## src/rtl/tcam_snoop_dispatch.sv

```systemverilog
// Snoop dispatcher: drops the requester from the TCAM match set, queues survivors
// and emits one valid/ready snoop beat per remaining target node, lowest node first.
module tcam_snoop_dispatch #(
  parameter int WIDTH = 33,
  parameter int DEPTH = 4,
  parameter int NODES = 4
) (
  input  logic             clk,
  input  logic             reset,
  input  logic             in_valid,
  output logic             in_ready,
  input  logic [WIDTH-1:0] in_tag,
  input  logic [6:0]       in_opcode,
  input  logic [6:0]       in_nid,
  input  logic [NODES-1:0] in_flag,
  output logic             snp_valid,
  input  logic             snp_ready,
  output logic [WIDTH-1:0] snp_tag,
  output logic [6:0]       snp_opcode,
  output logic [6:0]       snp_target,
  output logic             snp_last,
  output logic [15:0]      snp_count,
  output logic [15:0]      filt_count
);

  localparam int AW = $clog2(DEPTH);
  localparam int EW = WIDTH + 7 + NODES;
  localparam logic [AW:0]      PTR_ONE  = (AW + 1)'(1);
  localparam logic [NODES-1:0] NODE_ONE = NODES'(1);

  typedef enum logic [0:0] {IDLE = 1'b0, ISSUE = 1'b1} state_t;

  function automatic logic [NODES-1:0] lowest_bit(input logic [NODES-1:0] m);
    return m & (~m + NODE_ONE);
  endfunction

  function automatic logic single_bit(input logic [NODES-1:0] m);
    return (m != '0) && ((m & (m - NODE_ONE)) == '0);
  endfunction

  function automatic logic [6:0] to_nid(input logic [NODES-1:0] m);
    logic [6:0] r;
    r = 7'd0;
    r[NODES-1:0] = m;
    return r;
  endfunction

  logic [EW-1:0]    mem_r [DEPTH];
  logic [AW:0]      wr_ptr_r, rd_ptr_r;
  logic             full_s, empty_s, accept_s, push_s, pop_s;
  logic [NODES-1:0] mask_s, rem_r, rem_next_s;
  logic [EW-1:0]    head_s;
  logic [WIDTH-1:0] head_tag_s;
  logic [6:0]       head_op_s;
  logic [NODES-1:0] head_mask_s;
  state_t           state_r;
  logic             snp_valid_r, snp_last_r;
  logic [WIDTH-1:0] snp_tag_r;
  logic [6:0]       snp_opcode_r, snp_target_r;
  logic [15:0]      snp_count_r, filt_count_r;
  logic             nid_unused_s;

  // Occupancy is judged from registered pointers only, so a same-cycle pop never frees a slot
  assign empty_s  = (wr_ptr_r == rd_ptr_r);
  assign full_s   = (wr_ptr_r[AW] != rd_ptr_r[AW]) && (wr_ptr_r[AW-1:0] == rd_ptr_r[AW-1:0]);
  assign in_ready = ~full_s;
  assign accept_s = in_valid & ~full_s;
  assign mask_s   = in_flag & ~in_nid[NODES-1:0];
  assign push_s   = accept_s & (mask_s != '0);
  assign nid_unused_s = ^in_nid;

  assign head_s      = mem_r[rd_ptr_r[AW-1:0]];
  assign head_tag_s  = head_s[EW-1 -: WIDTH];
  assign head_op_s   = head_s[NODES +: 7];
  assign head_mask_s = head_s[NODES-1:0];
  assign rem_next_s  = rem_r & ~lowest_bit(rem_r);

  // Head is taken when idle, or back-to-back as the last beat of the active entry completes
  always_comb begin
    pop_s = 1'b0;
    case (state_r)
      IDLE:    pop_s = ~empty_s;
      ISSUE:   pop_s = snp_ready & snp_last_r & ~empty_s;
      default: pop_s = 1'b0;
    endcase
  end

  // FIFO storage write
  always_ff @(posedge clk) begin
    if (push_s) mem_r[wr_ptr_r[AW-1:0]] <= {in_tag, in_opcode, mask_s};
  end

  // FIFO pointers
  always_ff @(posedge clk or posedge reset) begin
    if (reset) begin
      wr_ptr_r <= '0;
      rd_ptr_r <= '0;
    end else begin
      if (push_s) wr_ptr_r <= wr_ptr_r + PTR_ONE;
      if (pop_s)  rd_ptr_r <= rd_ptr_r + PTR_ONE;
    end
  end

  // Filtered-request counter
  always_ff @(posedge clk or posedge reset) begin
    if (reset) filt_count_r <= 16'd0;
    else if (accept_s && (mask_s == '0)) filt_count_r <= filt_count_r + 16'd1;
  end

  // Dispatcher FSM with registered snoop outputs
  always_ff @(posedge clk or posedge reset) begin
    if (reset) begin
      state_r      <= IDLE;
      rem_r        <= '0;
      snp_valid_r  <= 1'b0;
      snp_tag_r    <= '0;
      snp_opcode_r <= 7'd0;
      snp_target_r <= 7'd0;
      snp_last_r   <= 1'b0;
      snp_count_r  <= 16'd0;
    end else begin
      case (state_r)
        IDLE: begin
          if (pop_s) begin
            state_r      <= ISSUE;
            rem_r        <= head_mask_s;
            snp_valid_r  <= 1'b1;
            snp_tag_r    <= head_tag_s;
            snp_opcode_r <= head_op_s;
            snp_target_r <= to_nid(lowest_bit(head_mask_s));
            snp_last_r   <= single_bit(head_mask_s);
          end
        end
        ISSUE: begin
          if (snp_ready) begin
            snp_count_r <= snp_count_r + 16'd1;
            if (pop_s) begin
              rem_r        <= head_mask_s;
              snp_tag_r    <= head_tag_s;
              snp_opcode_r <= head_op_s;
              snp_target_r <= to_nid(lowest_bit(head_mask_s));
              snp_last_r   <= single_bit(head_mask_s);
            end else if (snp_last_r) begin
              state_r      <= IDLE;
              rem_r        <= '0;
              snp_valid_r  <= 1'b0;
              snp_tag_r    <= '0;
              snp_opcode_r <= 7'd0;
              snp_target_r <= 7'd0;
              snp_last_r   <= 1'b0;
            end else begin
              rem_r        <= rem_next_s;
              snp_target_r <= to_nid(lowest_bit(rem_next_s));
              snp_last_r   <= single_bit(rem_next_s);
            end
          end
        end
        default: state_r <= IDLE;
      endcase
    end
  end

  assign snp_valid  = snp_valid_r;
  assign snp_tag    = snp_tag_r;
  assign snp_opcode = snp_opcode_r;
  assign snp_target = snp_target_r;
  assign snp_last   = snp_last_r;
  assign snp_count  = snp_count_r;
  assign filt_count = filt_count_r;

endmodule

```

## config.mk

```make
export PLATFORM = sky130hd
export DESIGN_NAME = tcam_snoop_dispatch
export DESIGN_NICKNAME = d
export VERILOG_FILES = /design/src/rtl/tcam_snoop_dispatch.sv
export SDC_FILE = /design/constraint.sdc
export NUM_CORES = 1
export LEC_CHECK = 0
export BUFFER_PORTS_ARGS = -buffer_cell sky130_fd_sc_hd__buf_4
export CAP_MARGIN = 15
export CORE_ASPECT_RATIO = 1.25
export CORE_UTILIZATION = 35
export CTS_BUF_LIST = sky130_fd_sc_hd__clkbuf_4 sky130_fd_sc_hd__clkbuf_8 sky130_fd_sc_hd__clkbuf_16
export DETAILED_ROUTE_END_ITERATION = 10
export GPL_TIMING_DRIVEN = 0
export PLACE_DENSITY_LB_ADDON = 0.3
export REMOVE_ABC_BUFFERS = 1
export SLEW_MARGIN = 0
export SYNTH_ARGS = -nofsm -noshare
export SYNTH_HDL_FRONTEND = slang
export SYNTH_SLANG_ARGS = --single-unit
```

## constraint.sdc

```tcl
create_clock -name clk -period 4.2 [get_ports clk]
set_input_delay 0.84 -clock clk [delete_from_list [all_inputs] [get_ports clk]]
set_output_delay 0.84 -clock clk [all_outputs]
set_load 0.005 [all_outputs]
```

# Word-level counts from Yosys, hierarchy flattened
# Memories as Yosys holds them, arrays and structs flattened.
# Cells that the tools add are included.
# classes
add_sub_neg	9
n_eq_ne	8
mux	38
bitwise_logic	19
n_reduce_logical	14
# ops
operator	count
2-to-1 mux 33 bit	4
case mux 33 bit (2 select lines)	1
2-to-1 mux 7 bit	6
adder 16 x 1 -> 16 bit, second input constant	2
bitwise AND 4 bit	7
case mux 7 bit (2 select lines)	2
2-to-1 mux 4 bit	6
NOT 4 bit	5
2-to-1 mux 1 bit	14
adder 4 x 1 -> 4 bit, second input constant	3
zero test 4 bit	3
nonzero test 4 bit	3
case mux 1 bit (2 select lines)	4
case mux 4 bit (2 select lines)	1
subtractor 4 x 1 -> 4 bit, second input constant	2
adder 3 x 1 -> 3 bit, second input constant	2
inequality test 2 bit, second input constant	3
bitwise AND 1 bit	4
logical AND 1 bit	4
AND reduction 2 bit	2
AND reduction 4 bit	1
equality test 3 bit	1
inequality test 3 x 2 -> 1 bit, second input constant	1
NOT 1 bit	3
4 further kinds	4
# word_totals
reg_bits	92
ramBits	176
inputBits	55
output_inout_bits	82
word_cells	100
mem_count	1
# mem_list
name	depth	word_bits	rd	rd_ports_with_merged_regs	write_ports	line	rtl
mem_r	4	44	1	0	1	48	logic [EW-1:0] mem_r [DEPTH];

# Longest topological paths before layout
# Gate-level depths: netlist (run 1).
# depth
word_depth	13
depth_mapped	8
ltp_nobuf	6

# Worst setup path after synthesis (run 1)
# OpenSTA, ideal clock, no wires.
# synth_timing
path_type	input port to flip-flop
startpoint	in in_flag[3]
endpoint	mem mem_r[3][0] in the netlist's numbering (enable)
setup_time_ns	0.407
t_arrival_ns	2.581
required_time_ns	3.793
slack_ns	1.211
path_stages	4
n_path_buf	0
cell_sequence	nor2b_1 -> nor4_1 -> and2b_1 -> and2_1
# synth_via
elab_chain_cells	5
# synth_rtl
item	line	rtl
from (decl)	15	input logic [NODES-1:0] in_flag,
bitwise AND 4 bit	68	assign mask_s = in_flag & ~in_nid[NODES-1:0];
nonzero test 4 bit	69	assign push_s = accept_s & (mask_s != '0);
bitwise AND 1 bit	69	
2-to-1 mux 1 bit	90	if (push_s) mem_r[wr_ptr_r[AW-1:0]] <= {in_tag, in_opcode, mask_s};
2-to-1 mux 1 bit (not written as such)	90	
to (decl)	48	
# Every way passes these cells.

# Worst setup path in the final report (run 1)
# layout_timing
startpoint	reg rd_ptr_r[1]
endpoint	mem mem_r[3][4] in the netlist's numbering (enable)
# layout_via
elab_chain_cells	7
# layout_rtl
item	line	rtl
from (decl)	49	logic [AW:0] wr_ptr_r, rd_ptr_r;
from (signal assigned)	100	if (pop_s) rd_ptr_r <= rd_ptr_r + PTR_ONE;
equality test 2 bit	65	assign full_s = (wr_ptr_r[AW] != rd_ptr_r[AW]) && (wr_ptr_r[AW-1:0] == rd_ptr_r[AW-1:0]);
logical AND 1 bit	65	
NOT 1 bit	67	assign accept_s = in_valid & ~full_s;
bitwise AND 1 bit	67	
bitwise AND 1 bit	69	
2-to-1 mux 1 bit	90	
2-to-1 mux 1 bit (not written as such)	90	
# Every way passes these cells.

==> impl_metrics.json, run 1 <==
{
  "cts_buffer_depth": 3,
  "crit_buf_inv": 2,
  "clock_latency_ns": 0.54,
  "maxCapViolations": 0,
  "cts_tree": "built",
  "grt_util_all_layers_pct": 14.6,
  "maxSlewViolCount": 0,
  "cts_setup_buffers": 0,
  "synth_area_sq_mm": 0.0102,
  "antenna_cells": 0,
  "fin_tns_setup_ns": 0,
  "syn-mean-instance-area_sq_um": 18.3,
  "worst_pin_slew_ns": 0.970,
  "synth_common_cells": "edfxtp_1 (176), dfrtp_1 (88), mux4_2 (44)",
  "skew_ns": 0.0116,
  "status": "finished, final reports clean",
  "ys_ff_latch": 264,
  "gp_congestion": 0.774,
  "std_cell_rows": 69,
  "crit_path_top_delay_cell": "dfrtp_2",
  "min_path_type": "in2async",
  "critPathTopFamily": "simple AND/OR/NAND/NOR gates",
  "cts_resized": 0,
  "required_ns": 4.42,
  "synth-main-ff-cell": "edfxtp_1",
  "first_iter_violations": 279,
  "power_leakage_nw": 4.89,
  "total_power_mw": 8.09,
  "worst_path_most_repeated_cell": "buf_12",
  "drt_wl_total_mm": 21.6,
  "rsz0062_at_grt": "false",
  "io_buffers": 130,
  "slew_headroom_pct": 34.7,
  "ant_nets": 0,
  "cts-buffers-inserted": 29,
  "vias": 5528,
  "critPathKind": "reg2reg",
  "die_area_sq_mm": 0.0299,
  "seqCellArea_sq_mm": 0.00749,
  "fin_util_pct": 44.5,
  "grt_pass1_wl_mm": 33.0,
  "power_density_mw_per_mm2": 636,
  "n_fill_cell": 2473,
  "drc_errors": 0,
  "critPathArrivalTime_ns": 3.18,
  "design_area_sq_mm": 0.0127,
  "drive_gt1_share_pct": 34.9,
  "die_w_um": 155,
  "placed_cell_area_sq_mm": 0.0118,
  "wl_per_cell_um": 19.4,
  "grt_pass1_vias": 5860,
  "viasPerCell": 4.96,
  "dp_hpwl_mm": 13.3,
  "yosysUniqueCellTypes": 47,
  "finalCritPeriodShare_pct": 70.4,
  "antenna_found_initial": 0,
  "yosys_warnings": 0,
  "ioPinCount": 137,
  "async_flop_share_pct": 33.3,
  "initial_core_util_pct": 35.8,
  "core_area_sq_mm": 0.0286,
  "grt_max_degree": 54,
  "crit_fanout": 31,
  "synth_top_area_share_pct": 51.7,
  "cts_sinks": 264,
  "hold_viol": 0,
  "fmax_mhz": 338,
  "start_kind": "flop",
  "die_y_um": 193,
  "htreeDepth": 1,
  "yosysMostFrequentCell": "edfxtp_1",
  "timing.final.crit_period_ns": 2.96,
  "synthTopCellsByArea": "edfxtp_1 (52%), dfrtp_1 (22%), mux4_2 (9.7%)",
  "crit_path_end_kind": "flop",
  "nets": 763,
  "setup_viol": 0,
  "root_buffer": "clkbuf_16",
  "ys_seq_area_share_pct": 73.2,
  "multi_input_area_sq_mm": 0.00256,
  "area_growth_syn_to_layout_pct": 24.3,
  "clkTransAtPathRegs_ns": 0.06,
  "yosysTopAreaCell": "edfxtp_1",
  "firstDrtPassIters": 5,
  "gr-total-overflow": 0,
  "cts_hold_buffers": 0,
  "critical_path.max_stage_delay_ns": 0.67,
  "synth_cells": 558,
  "crit_path_cell_trace": "buf_12 -> xnor2_2 -> a31oi_1 -> and2b_1 -> and2_2 -> buf_12",
  "irDropWorstVdd_uv": 423,
  "synth_edf_count": 176
}
-- cells by family after synthesis --
family | after synthesis | share of synthesized area [%]
AOI/OAI and AO/OA | 65 | 5.18
DFF | 264 | 73.2
adders and majority gates | 8 | 0.954
muxes | 49 | 10.2
and+or+nand+nor | 92 | 4.94
other | 1 | 0.0366
xor gates and xnor gates | 40 | 3.50
buffers and inverters | 39 | 1.98
-- layout make-up --
cell class,count,area share [%]
clock buffers,42,6.76
clock inverters,12,0.561
inverters,9,0.285
multi-input cells,257,20.2
flip-flops and latches,264,58.9
well taps,390,3.84
repair buffers,140,9.48
-- worst register-to-register path: cells and delay by family, from the launching register on --
family | cells | cell delay, ns
AND/OR/NAND/NOR | 2 | 0.84
flip-flops | 1 | 0.67
buffers and inverters | 2 | 0.62
AO/OA/AOI/OAI | 1 | 0.38
XOR/XNOR | 1 | 0.12
-- metrics by stage --
stage	hold WS (ns)	cells	setup slack (ns)
finish	0.351	1114	1.24
floorplan	0.460	530	-0.0648
global route	0.364	1114	1.07
global placement	0.458	1050	-2.24
CTS	0.345	1114	1.19
detailed placement	0.462	1060	0.863
-- report_power, final --
part,leakage (nW),internal [mW],switching [mW]
combinational,1.70,1.11,0.842
clock,0.463,1.42,0.998
sequential,2.73,3.35,0.367
total,4.89,5.88,2.21
-- sequential cells by signal (all words and copies together) (netlist names) --
signal,cells
filt_count,16
mem_r,176
rd_ptr_r,3
rem_r,4
snp_count,16
snp_last,1
snp_opcode,7
snp_tag,33
snp_target,3
snp_valid,1
state_r,1
wr_ptr_r,3
-- metal layers --
metal  up-vias  global-route usage, %  wire (um)
li1       2451                      -          -
met1      2882                   18.3       9190
met2       166                   25.6      10800
met3        29                   3.17       1240
met4         0                   3.81        363
met5         -                      0          0
-- path summary, 6_finish.rpt --
kind	startpoint	endpoint	slack [ns]	depth (start not counted)
setup / recovery	rd_ptr_r[1]$_DFFE_PP0P_	mem_r[3][4]$_DFFE_PP_	1.24	6
hold / removal	reset	filt_count[13]$_DFFE_PP0P_	0.35	2
setup reg to reg	rd_ptr_r[1]$_DFFE_PP0P_	mem_r[3][4]$_DFFE_PP_	1.24	6
hold reg to reg	filt_count[15]$_DFFE_PP0P_	filt_count[15]$_DFFE_PP0P_	0.47	1
max in group asynchronous	reset	snp_tag[5]$_DFFE_PP0P_	3.16	3
min in group clk	filt_count[15]$_DFFE_PP0P_	filt_count[15]$_DFFE_PP0P_	0.47	1
-- placed cells by master, fill, tap and decap left out, drive strengths merged, types with 2 or more instances in the layout --
cell / Yosys / routed
a211oi: 2 / 2
a21oi: 2 / 2
a22o: 40 / 40
a31oi: 4 / 4
and2: 6 / 6
and2b: 2 / 2
and3: 5 / 5
and4: 4 / 4
buf: 22 / 140
clkbuf: 8 / 42
clkinv: 0 / 7
clkinvlp: 0 / 3
conb: 1 / 3
dfrtp: 88 / 88
edfxtp: 176 / 176
ha: 7 / 7
inv: 9 / 11
mux2: 5 / 5
mux4: 44 / 44
nand2: 23 / 23
nand3: 11 / 11
nand3b: 3 / 3
nand4: 10 / 10
nor2: 15 / 15
nor2b: 5 / 5
nor3: 3 / 3
nor4b: 2 / 2
o21ai: 11 / 11
xnor2: 22 / 22
xor2: 18 / 18
Note: power is estimated with default switching activity, not from simulation.
==> inputs of run 2 (changes only) <==
==> constraint.sdc (replaced) <==
create_clock -name clk -period 3 [get_ports clk]
set_input_delay 0.6 -clock clk [delete_from_list [all_inputs] [get_ports clk]]
set_output_delay 0.6 -clock clk [all_outputs]
set_load 0.005 [all_outputs]
==> run 2 against run 1 <==
Against the previous run: worst setup slack got worse by 1.2 ns; clock skew fell by 0.00057 ns; utilization barely moved; sequential cell count did not move; global-route usage did not move; count of clock-buffer cells in the layout did not move; first-iteration DRC count rose by 0.36%; sequential power rose by 40%; hold slack got worse by 0.24 ns; highest routed layer unchanged; critical path depth did not move; via count rose by 0.38%.
==> impl_metrics.json, run 2 (synthesis gave the netlist of run 1 again) <==
{
  "drc_errors": 0,
  "htreeDepth": 1,
  "cts_setup_buffers": 0,
  "rr_startpoint": "rd_ptr_r[1]$_DFFE_PP0P_",
  "final_common_cell": "edfxtp_1",
  "dp_hpwl_mm": 13.3,
  "antenna_cells": 0,
  "crit_path_top_delay_cell": "dfrtp_2",
  "irDropWorstVdd_uv": 590,
  "critical_path.max_stage_delay_ns": 0.66,
  "crit_fanout": 31,
  "gr-total-overflow": 0,
  "hold_viol": 0,
  "grt_max_degree": 54,
  "root_buffer": "clkbuf_16",
  "layout_common_cells": "edfxtp_1 (176), buf_4 (130), dfrtp_1 (86)",
  "nets": 764,
  "grt_pass1_wl_mm": 33.0,
  "crit_path_cell_trace": "buf_12 -> xnor2_2 -> a31oi_1 -> and2b_1 -> and2_2 -> buf_12",
  "drt_wl_total_mm": 21.9,
  "fmax_mhz": 341,
  "cts_buffer_depth": 3,
  "grt_util_all_layers_pct": 14.6,
  "startpoint": "rd_ptr_r[1]$_DFFE_PP0P_",
  "antenna_found_initial": 0,
  "ant_nets": 0,
  "die_y_um": 193,
  "reg2reg_setup_slack_ns": 0.06,
  "cts_tree": "built",
  "largest_register_ffs": 176,
  "min_path_type": "in2async",
  "rsz0062_at_grt": "true",
  "io_buffers": 130,
  "critPathArrivalTime_ns": 3.15,
  "maxCapViolations": 0,
  "vias": 5549,
  "clock_latency_ns": 0.54,
  "firstDrtPassIters": 5,
  "slew_headroom_pct": 34.8,
  "required_ns": 3.22,
  "skew_ns": 0.0110,
  "grt_pass1_vias": 5860,
  "setup_viol": 0,
  "critPathKind": "reg2reg",
  "worst_path_most_repeated_cell": "buf_12",
  "ioPinCount": 137,
  "drive_gt1_share_pct": 35.2,
  "maxSlewViolCount": 0,
  "power_leakage_nw": 4.89,
  "cts-buffers-inserted": 29,
  "r2r_end": "mem_r[2][32]$_DFFE_PP_",
  "dp_cells": 1060,
  "reg2regPathDepth": 6,
  "start_kind": "flop",
  "area_growth_syn_to_layout_pct": 24.4,
  "initial_core_util_pct": 35.8,
  "gp_congestion": 0.774,
  "instances_no_fill": 1115,
  "status": "finished, final reports clean",
  "crit_path_end_kind": "flop",
  "std_cell_rows": 69,
  "wl_per_cell_um": 19.7,
  "core_area_sq_mm": 0.0286,
  "viasPerCell": 4.98,
  "finalCritPeriodShare_pct": 97.8,
  "die_area_sq_mm": 0.0299,
  "hold_ws_ns": 0.109,
  "die_w_um": 155,
  "crit_end": "mem_r[2][32]$_DFFE_PP_",
  "cts_sinks": 264,
  "worst_pin_slew_ns": 0.969,
  "power_density_mw_per_mm2": 891,
  "clkTransAtPathRegs_ns": 0.06,
  "timing.final.crit_period_ns": 2.94,
  "first_iter_violations": 280
}
## run 2: cell count changes in the layout (fill, tap and decap cells not counted)
cell     delta
a21oi_2     +1
and2_2      -1
and2_4      +1
and3b_1     -1
and3b_2     +1
## run 2: per-stage QoR
step | setup WS (ns) | utilization (%) | instance area [sq um] | total power [mW] | setup TNS (ns)
2_1_floorplan | -1.26 | - | 10100 | 6.79 | -262.49
3_3_place_gp | -3.44 | 40.4 | 11500 | 7.97 | -897.50
3_5_place_dp | -0.0970 | 41.2 | 11800 | 8.09 | -9.25
4_1_cts | 0.0111 | 44.5 | 12700 | 11.5 | 0
5_1_grt | -0.120 | 44.5 | 12700 | 11.9 | -8.95
6_report | 0.0646 | 44.5 | 12700 | 11.3 | 0
## run 2: how the worst min path moves through the flow
stage                               startpoint                         end  slack, ns  depth (start not counted)
floorplan              wr_ptr_r[2]$_DFFE_PP0P_     wr_ptr_r[2]$_DFFE_PP0P_       0.46                          1
global placement     snp_count[15]$_DFFE_PP0P_   snp_count[15]$_DFFE_PP0P_       0.46                          1
detailed placement  filt_count[15]$_DFFE_PP0P_  filt_count[15]$_DFFE_PP0P_       0.46                          1
CTS                                      reset  filt_count[13]$_DFFE_PP0P_       0.11                          2
global route                             reset  filt_count[13]$_DFFE_PP0P_       0.12                          2
finish                                   reset  filt_count[13]$_DFFE_PP0P_       0.11                          2
## run 2: metal layers
layer  GRT usage [%]  vias up  share of wire [%]
li1                -     2457                  -
met1            18.3     2888                 43
met2            25.6      175                 50
met3            3.17       29                5.8
met4            3.81        0                1.7
met5               0        -                  0
## run 2: critical path: cells and delay by family (launching register included)
| family | cells | cell delay [ns] |
|---|---|---|
| xor gates and xnor gates | 1 | 0.11 |
| buffers and inverters | 2 | 0.60 |
| AOI/OAI and AO/OA | 1 | 0.38 |
| DFF | 1 | 0.66 |
| and+or+nand+nor | 2 | 0.83 |
## run 2: what timing repair did
action                     in CTS  in global routing
cloned                          0                  1
hold endpoints to repair        0                  0
pin swaps                       0                  0
resized for setup               1                  1
setup endpoints to repair      30                 91
hold buffers                    0                  0
## run 2: where the power goes
part	switching, mW	leakage, nW	internal (mW)	total (mW)
Clock	1.40	0.463	1.99	3.39
Sequential	0.512	2.73	4.70	5.21
Combinational	1.19	1.70	1.55	2.75
## run 2: final cells by class
| class | count | area (sq um) |
|---|---|---|
| Clock buffer | 42 | 860 |
| Clock inverter | 12 | 71.3 |
| Fill cell | 2473 | 15800 |
| Inverter | 9 | 36.3 |
| Multi-Input combinational cell | 258 | 2570 |
| Sequential cell | 264 | 7490 |
| Tap cell | 390 | 488 |
| Timing Repair Buffer | 140 | 1210 |
